File: config.mk
export PLATFORM = sky130hd
export DESIGN_NAME = line_buf_ctrl
export DESIGN_NICKNAME = d
export VERILOG_FILES = /design/src/rtl/conv_pkg.sv /design/src/rtl/raster_counter.sv /design/src/rtl/line_buf_ctrl.sv
export SDC_FILE = /design/constraint.sdc
export NUM_CORES = 1
export LEC_CHECK = 0
export CORE_MARGIN = 5
export CORE_UTILIZATION = 45
export CTS_BUF_LIST = sky130_fd_sc_hd__clkbuf_4
export DETAILED_ROUTE_END_ITERATION = 8
export PLACE_DENSITY = 0.76
export SYNTH_ARGS = -nofsm -noshare
export SYNTH_HDL_FRONTEND = slang
export SYNTH_SLANG_ARGS = --single-unit
File: constraint.sdc
create_clock -name clk -period 4.3 [get_ports clk]
set_clock_uncertainty 0.15 [all_clocks]
set_input_delay 0.86 -clock clk [delete_from_list [all_inputs] [get_ports clk]]
set_output_delay 0.86 -clock clk [all_outputs]
set_load 0.01 [all_outputs]
File: src/rtl/conv_pkg.sv
// Shared types and default geometry for the 3x3 convolution datapath.
// The line-buffer shift heap and the pooling controller also use this package.
package conv_pkg;

  localparam int IMG_W_DEF = 32;
  localparam int IMG_H_DEF = 32;
  localparam int KSIZE_DEF = 3;

  // Pixels that must already be in the heap before the next accept can complete a window.
  localparam int FILL_CNT = (KSIZE_DEF - 1) * IMG_W_DEF + KSIZE_DEF - 1;

  typedef enum logic [2:0] {
    IDLE,
    FILL,
    RUN,
    LAST,
    DONE
  } ctrl_state_t;

  function automatic int fill_count(input int img_w, input int ksize);
    return (ksize - 1) * img_w + ksize - 1;
  endfunction

endpackage

File: src/rtl/raster_counter.sv
// Raster-order row/column position counter with increment enable.
// Provides end-of-line and end-of-frame flags for the current position.
module raster_counter #(
  parameter int W  = 32,
  parameter int H  = 32,
  parameter int CW = $clog2(W),
  parameter int RW = $clog2(H)
) (
  input  logic          clk,
  input  logic          rst_n,
  input  logic          clear,
  input  logic          inc,
  output logic [RW-1:0] row,
  output logic [CW-1:0] col,
  output logic          col_last,
  output logic          row_last
);

  localparam logic [CW-1:0] COL_MAX = CW'(W - 1);
  localparam logic [RW-1:0] ROW_MAX = RW'(H - 1);

  assign col_last = (col == COL_MAX);
  assign row_last = (row == ROW_MAX);

  always_ff @(posedge clk) begin
    if (!rst_n || clear) begin
      row <= '0;
      col <= '0;
    end else if (inc) begin
      if (col_last) begin
        col <= '0;
        row <= row_last ? '0 : row + RW'(1);
      end else begin
        col <= col + CW'(1);
      end
    end
  end

endmodule

File: src/rtl/line_buf_ctrl.sv
// Sequencer for the 3-row line-buffer shift heap feeding the KSIZE x KSIZE window.
// Accepts a raster pixel stream and presents one-deep window-valid to the MAC array.
module line_buf_ctrl
  import conv_pkg::*;
#(
  parameter int IMG_W = IMG_W_DEF,
  parameter int IMG_H = IMG_H_DEF,
  parameter int KSIZE = KSIZE_DEF,
  parameter int CW    = $clog2(IMG_W),
  parameter int RW    = $clog2(IMG_H)
) (
  input  logic          clk,
  input  logic          rst_n,
  input  logic          start,
  input  logic          in_valid,
  output logic          in_ready,
  output logic          shift_en,
  output logic          win_valid,
  input  logic          win_ready,
  output logic [RW-1:0] win_row,
  output logic [CW-1:0] win_col,
  output logic          busy,
  output logic          frame_done
);

  localparam logic [RW-1:0] EDGE_R = RW'(KSIZE - 1);
  localparam logic [CW-1:0] EDGE_C = CW'(KSIZE - 1);
  localparam logic [CW-1:0] FILL_C = CW'(KSIZE - 2);

  ctrl_state_t   state, state_next;
  logic [RW-1:0] row;
  logic [CW-1:0] col;
  logic          col_last, row_last, frame_last;
  logic          accept, consume, win_hit, clear;

  // A held window blocks new pixels unless it is being consumed this cycle.
  assign consume    = win_valid && win_ready;
  assign in_ready   = ((state == FILL) || (state == RUN)) && !(win_valid && !win_ready);
  assign accept     = in_valid && in_ready;
  assign shift_en   = accept;
  assign win_hit    = accept && (row >= EDGE_R) && (col >= EDGE_C);
  assign clear      = (state == IDLE) && start;
  assign frame_last = col_last && row_last;

  assign busy       = (state == FILL) || (state == RUN) || (state == LAST);
  assign frame_done = (state == DONE);

  raster_counter #(
    .W (IMG_W),
    .H (IMG_H),
    .CW(CW),
    .RW(RW)
  ) u_pos (
    .clk     (clk),
    .rst_n   (rst_n),
    .clear   (clear),
    .inc     (accept),
    .row     (row),
    .col     (col),
    .col_last(col_last),
    .row_last(row_last)
  );

  always_ff @(posedge clk) begin
    if (!rst_n) state <= IDLE;
    else        state <= state_next;
  end

  always_comb begin
    state_next = state;
    unique case (state)
      IDLE: if (start) state_next = FILL;
      FILL: if (accept && (row == EDGE_R) && (col == FILL_C)) state_next = RUN;
      RUN:  if (accept && frame_last) state_next = LAST;
      LAST: if (!win_valid || win_ready) state_next = DONE;
      DONE: state_next = IDLE;
      default: state_next = IDLE;
    endcase
  end

  // Coordinates of the window's top-left pixel; the subtraction only happens on a hit.
  always_ff @(posedge clk) begin
    if (!rst_n) begin
      win_valid <= 1'b0;
      win_row   <= '0;
      win_col   <= '0;
    end else if (win_hit) begin
      win_valid <= 1'b1;
      win_row   <= row - EDGE_R;
      win_col   <= col - EDGE_C;
    end else if (consume) begin
      win_valid <= 1'b0;
    end
  end

endmodule

Word-level counts from Yosys, hierarchy flattened
Cells that the tools add are included.

word-level totals
  register bits = 24
  input bits = 5
  output and inout bits = 15
  word-level logic and storage cells = 56

operators by class
  add/sub/neg operators = 4
  magnitude comparators = 2
  equal/unequal tests = 12
  muxes and demuxes = 9
  reduce and logical (&&, ||, !) cells = 23

operators by type and width
  operator             count
  $mux 3               4
  $pmux 3 s4           1
  $logic_and 1x1->1    11
  $add 5x1->5 const B  2
  $eq 5x5->1 const B   2
  $ge 5x2->1 const B   2
  $mux 5               2
  $sub 5x2->5 const B  2
  $eq 3x2->1 const B   2
  $ne 2x1->1 const B   3
  $eq 5x1->1 const B   1
  $eq 5x2->1 const B   1
  $logic_not 1->1      4
  $logic_or 1x1->1     4
  $reduce_and 4->1     1
  $eq 3x1->1 const B   1
  $eq 3x3->1 const B   1
  $logic_not 3->1      1
  $mux 1               2
  $ne 2x2->1 const B   1
  $reduce_and 2->1     1
  $reduce_bool 2->1    1

Logic depth before layout (Yosys ltp)
Gate-level depths: netlist (run 1).

  depth after elaboration = 9
  gate-level depth with buffers = 8
  gate-level depth less buffers = 7

Hierarchy
A second synthesis (run 1) with hierarchy kept.

second synthesis, totals
  cells, all modules = 140
  area total of the unflattened synthesis = 1287.5 um2

by module, submodules not included
  module          instances  cells each  area each (um2)  sequential area each (um2)
  line_buf_ctrl   1          84          788.3            280.3
  raster_counter  1          56          499.2            200.2

Worst setup path after synthesis (run 1)
Ideal clock, no wire load.

  kind = input -> output
  start point = input port win_ready
  end point = output port shift_en
  arrival = 1757 ps
  required time = 3290 ps
  slack = 1533 ps
  cell stages on the path = 5
  buffers on the path = 2
  path through = nor2b_1 > or3_1 > buf_2 > clkinv_1 > buf_2

between the ends
  longest elaborated chain between the ends = 5

ends and longest elaborated chain
  item                line                 text
  start: declaration  line_buf_ctrl.sv:19  input logic win_ready,
  $logic_not 1->1     line_buf_ctrl.sv:38  assign in_ready = ((state == FILL) || (state == RUN)) && !(win_valid && !win_ready);
  $logic_and 1x1->1   line_buf_ctrl.sv:38
  $logic_not 1->1     line_buf_ctrl.sv:38
  $logic_and 1x1->1   line_buf_ctrl.sv:38
  $logic_and 1x1->1   line_buf_ctrl.sv:39  assign accept = in_valid && in_ready;
  end: declaration    line_buf_ctrl.sv:17  output logic shift_en,

Every way passes these cells.

Final worst setup path (run 1)
Ends and elaborated chain as after synthesis.

==> impl_metrics.ini, run 1 <==
[timing]
fmax_mhz = 280
tns_ns = 0
layout_setup_ws_ns = 0.734
worst_slew_pin_slew_ns = 1.04
rsz0062_at_grt = no
finalSetupViolCount = 0
slew_viol_final = 0
maxSlewHeadroom = 0.298
hold_viol = 0
finalCriticalPeriod_ns = 3.57
fin_crit_sh = 0.829
worst_hold_slack_ns = 0.317

[yosys]
ys.flop_type = dfxtp_1
syn_inst = 151
netlist_area_mm2 = 0.00129
ys_async_sr_fraction = 0
ys_seq_area_frac = 0.371
synth_enable_flop_cells = 0
synth.avg_cell_area_um2 = 8.57
syn-num-nets = 167
synthTopCellsByArea = dfxtp_1 37%, ha_1 11%, o211a_1 5.4%, a21oi_1 5.0%, nand3_1 4.6%
ys_types = 34
netlist_top_cells_count = 24 x dfxtp_1, 13 x a21oi_1, 12 x nand2_1, 12 x nand3_1, 11 x ha_1
ys_ff_latch = 24
synth_top_area_frac = 0.371
synth_most_common_cell = dfxtp_1
synth-warning-count = 0
synth_top_cell_by_area = dfxtp_1

[setup_path]
slowest_stage = clkdlybuf4s50_1
critPathLaunch = win_ready
reg2reg_from = u_pos.col[0]$_SDFFE_PP0P_
cp-start-kind = primary input
crit_type = primary input to primary output
crit_required_ns = 3.29
cp.arrival_ns = 2.56
worstReg2RegEnd = u_pos.row[3]$_SDFFE_PP0P_
worstPathCellList = clkdlybuf4s50_1 > nor2b_1 > or3_1 > clkinv_1 > clkdlybuf4s50_1
crit_path_max_fanout = 8
r2r_slack_ns = 1.47
worst_path_largest_cell_delay_ns = 0.53
ff2ff_path_depth = 7
critPathCaptureType = primary output
crit_path_end = shift_en
crit_path_frequent_cell = clkdlybuf4s50_1

[pwr]
pwr_density_cell_mw_per_mm2 = 280
p_leak_nw = 0.641
totalPowerFinal_mw = 0.433
ir_drop_v = 0.000221

[run]
drv_cap = 0

[cts]
cts_root_buffer = clkbuf_4
hold_buffers = 0
postCtsSetupRepairBufs = 0
cts-htree-levels = 1
clk_latency_ns = 0.33
cts_buffers = 3
clock-sinks = 24
clkTransAtPathRegs_ns = 0.14
cts_tree = yes
cts_resized = 0
cts_buffer_depth = 2

[route]
viasPerCell = 5.73
vias = 1146
antenna_left = 0
dr.pass1.iters = 4
drt-initial-drc-count = 35
drc = 0
wire_per_inst_um = 14.6
finalWirelength_um = 2930

[global_routing]
grt_usage = 0.154
grt_max_degree = 19
overflow = 0
grt_pass1_vias = 1088
antenna_found_initial = 0
grt_first_pass_wirelength_um = 5120

[final_layout]
post-route-util = 0.562
drive_gt1_frac = 0.0414
syn_to_final_growth_pct = 19.7
layout.nets = 186
layout.cells.non_filler = 200
diodes = 0
final_cell_area_mm2 = 0.00155

[floorplanning]
die_w_um = 63.6
initial_core_util = 0.469
ios = 20
core_area_mm2 = 0.00276
die_y_um = 63.6
rows = 19
dieArea_mm2 = 0.00405

[placement]
gp_congestion = 0.901
place_ws_ns = 0.738
dp.cells = 196
port-buffer-count = 19
dp.final_hpwl_um = 2130
placed_cell_area_mm2 = 0.00150

[status]
status = complete, no violations

[worst_hold_path]
hold_depth = 2
hold_class = register to register
==> placed cells by master, fill, tap and decap left out, drive strengths merged, types with 2 or more instances in the layout <==
cell           instances
nor3b                  2
o21ai                  7
nand4                  3
and3                   3
dfxtp                 24
nand2b                 5
or4                    4
nor2                   6
a21oi                 13
or3                    3
ha                    11
clkdlybuf4s50         19
nand2                 12
xnor2                  5
nor3                   5
clkbuf                 3
inv                   10
o211a                  7
nand3                 12
==> cell type report <==
| class | count | area [um^2] |
|---|---|---|
| fill | 264 | 1210 |
| multi-input combinational | 110 | 738 |
| clock inverter | 1 | 30.0 |
| sequential | 24 | 480 |
| clock buffer | 3 | 22.5 |
| inverter | 11 | 41.3 |
| timing repair buffer | 20 | 198 |
| tap | 31 | 38.8 |
==> logic make-up after synthesis <==
kind of cell | after synthesis | synth area share
AOI/OAI and AO/OA | 35 | 0.188
xor gates and xnor gates | 5 | 0.0338
adders and majority gates | 11 | 0.106
buffers and inverters | 17 | 0.0580
DFF | 24 | 0.371
and+or+nand+nor | 59 | 0.243
==> state kept, by name, indices dropped and copies added (netlist names) <==
register   flops
u_pos.col      5
u_pos.row      5
win_col        5
win_row        5
state          3
win_valid      1
==> where the power goes <==
part / internal, mW / switching [mW]
Combinational: 0.0164 / 0.0200
Clock: 0.0944 / 0.0742
Sequential: 0.225 / 0.00362
==> critical path, delay by kind of cell <==
kind          cells  cell delay (ns)
buf+inv           3             1.11
simple gates      2             0.58
==> worst min path at each step <==
stage / start / endpoint / slack (ns)
floorplan: win_col[0]$_SDFFE_PN0P_ / win_col[0]$_SDFFE_PN0P_ / 0.33
global placement: win_col[0]$_SDFFE_PN0P_ / win_col[0]$_SDFFE_PN0P_ / 0.29
detailed placement: win_col[0]$_SDFFE_PN0P_ / win_col[0]$_SDFFE_PN0P_ / 0.30
CTS: win_col[0]$_SDFFE_PN0P_ / win_col[0]$_SDFFE_PN0P_ / 0.32
global route: win_row[0]$_SDFFE_PN0P_ / win_row[0]$_SDFFE_PN0P_ / 0.35
finish: win_col[0]$_SDFFE_PN0P_ / win_col[0]$_SDFFE_PN0P_ / 0.32
==> per-layer routing <==
layer  routed length, um  global-route usage  vias up  share of wire
li1                    -                   -      579              -
met1                1320               0.195      536           0.45
met2                1430               0.253       26           0.49
met3                 138              0.0337        5          0.047
met4                  47              0.0545        0          0.016
met5                   0                   0        -              0
Note: power is estimated with default switching activity, not from simulation.
==> run 2: changes to the inputs <==
==> constraint.sdc (replaced) <==
create_clock -name clk -period 3.45 [get_ports clk]
set_clock_uncertainty 0.15 [all_clocks]
set_input_delay 0.69 -clock clk [delete_from_list [all_inputs] [get_ports clk]]
set_output_delay 0.69 -clock clk [all_outputs]
set_load 0.01 [all_outputs]
==> run 2 against run 1 <==
Net effect: non-clock buffer count increased by 3; first-iteration DRC count increased by 23%; combinational power increased by 33%; register-to-register slack got worse by 0.87 ns; clock-buffer cell count unchanged; largest power group unchanged; global-route usage decreased by 0.28 points; sequential power increased by 25%; largest cell class unchanged; via count increased by 1.9%; wire length decreased by 0.62%; design area increased by 1.5%; highest routed layer unchanged.
==> impl_metrics.ini, run 2 (synthesized netlist as in run 1, its figures left out) <==
[status]
status = complete, no violations

[final_layout]
final_cell_area_mm2 = 0.00157
syn_to_final_growth_pct = 21.5
post-route-util = 0.570
final_cell_mix = 24 x dfxtp_1, 19 x clkdlybuf4s50_1, 13 x a21oi_1, 12 x nand2_1, 12 x nand3_1
layout.cells.non_filler = 203
layout_commonest_cell = dfxtp_1
multi_input_area_um2 = 738
layout.nets = 189
diodes = 0
n_fill_cell = 242
seqCellArea_um2 = 480
drive_gt1_frac = 0.0581

[setup_path]
ff2ff_path_depth = 7
worstPathCellList = clkdlybuf4s50_1 > nor2b_1 > or3_1 > clkinv_1 > clkdlybuf4s50_1
crit_type = primary input to primary output
reg2reg_from = u_pos.col[0]$_SDFFE_PP0P_
r2r_slack_ns = 0.60
worst_path_largest_cell_delay_ns = 0.54
crit_required_ns = 2.61
critPathCaptureType = primary output
worstReg2RegEnd = u_pos.row[2]$_SDFFE_PP0P_
cp-start-kind = primary input
slowest_stage = clkdlybuf4s50_1
crit_path_frequent_cell = clkdlybuf4s50_1
crit_path_max_fanout = 5
cp.arrival_ns = 2.28

[timing]
fin_crit_sh = 0.906
tns_ns = 0
maxSlewHeadroom = 0.481
fmax_mhz = 320
slew_viol_final = 0
finalSetupViolCount = 0
rsz0062_at_grt = no
worst_slew_pin_slew_ns = 0.779
finalCriticalPeriod_ns = 3.12
hold_viol = 0

[cts]
clkTransAtPathRegs_ns = 0.13
clk_latency_ns = 0.33
hold_buffers = 0
postCtsSetupRepairBufs = 0
cts_root_buffer = clkbuf_4
cts_buffer_depth = 2
cts_buffers = 3
cts_tree = yes
cts_resized = 0
clock-sinks = 24
cts-htree-levels = 1

[floorplanning]
rows = 19
die_y_um = 63.6
die_w_um = 63.6
ios = 20
initial_core_util = 0.469
core_area_mm2 = 0.00276
dieArea_mm2 = 0.00405

[worst_hold_path]
min_from = win_col[0]$_SDFFE_PN0P_
hold_depth = 2
hold_class = register to register
hold_end = win_col[0]$_SDFFE_PN0P_

[global_routing]
grt_max_degree = 19
top_usage_layer = met2
met2_usage = 0.260
grt_first_pass_wirelength_um = 5120
grt_usage = 0.151
use_met1 = 0.177
grt_pass1_vias = 1173
overflow = 0
use_met3 = 0.0391
antenna_found_initial = 0

[placement]
port-buffer-count = 19
dp.cells = 199
dp.final_hpwl_um = 2190
placed_cell_area_mm2 = 0.00152
gp_congestion = 0.938

[pwr]
totalPowerFinal_mw = 0.541
ir_drop_v = 0.000279
pwr_density_cell_mw_per_mm2 = 344
p_leak_nw = 0.655

[route]
finalWirelength_um = 2910
vias = 1168
viasPerCell = 5.75
antenna_left = 0
wire_per_inst_um = 14.3
drt-initial-drc-count = 43
drc = 0
dr.pass1.iters = 4

[run]
drv_cap = 0
## run 2: cell count changes in the layout (fill, tap and decap cells not counted), sizes merged
| cell | before | now |
|---|---|---|
| buf | 1 | 4 |
## run 2: where the power goes
part	total [mW]	internal [mW]	switching, mW
registers	0.284	0.280	0.00461
logic	0.0484	0.0225	0.0260
clock network	0.208	0.118	0.0908
## run 2: layer usage
layer  up-vias  wire length, um
li1        582                -
met4         0               45
met5         -                0
met2        27             1440
met3         7              150
met1       552             1270
## run 2: layout make-up
type / count / area share
clock inverter: 1 / 0.0191
clock buffer: 3 / 0.0143
timing repair buffer: 23 / 0.140
inverter: 11 / 0.0263
multi-input combinational: 110 / 0.470
tap: 31 / 0.0247
sequential: 24 / 0.306
## run 2: through the flow
stage / worst slack [ns] / hold WS (ns)
global route: 0.252 / 0.352
finish: 0.325 / 0.318
CTS: 0.304 / 0.321
global placement: 0.333 / 0.296
detailed placement: 0.325 / 0.302
floorplan: 0.972 / 0.330
## run 2: worst max path at each step
| stage | startpoint | depth (start not counted) | to | slack, ns |
|---|---|---|---|---|
| 6_report | win_ready | 5 | shift_en | 0.33 |
| 5_1_grt | win_ready | 5 | shift_en | 0.25 |
| 4_1_cts | win_ready | 5 | shift_en | 0.30 |
| 3_5_place_dp | win_ready | 5 | shift_en | 0.33 |
| 3_3_place_gp | win_ready | 5 | shift_en | 0.33 |
| 2_1_floorplan | u_pos.col[0]$_SDFFE_PP0P_ | 8 | u_pos.row[3]$_SDFFE_PP0P_ | 0.97 |
## run 2: worst max-delay path: cells and delay by family
family | cells | cell delay, ns
buffers and inverters | 3 | 1.10
and+or+nand+nor | 2 | 0.50
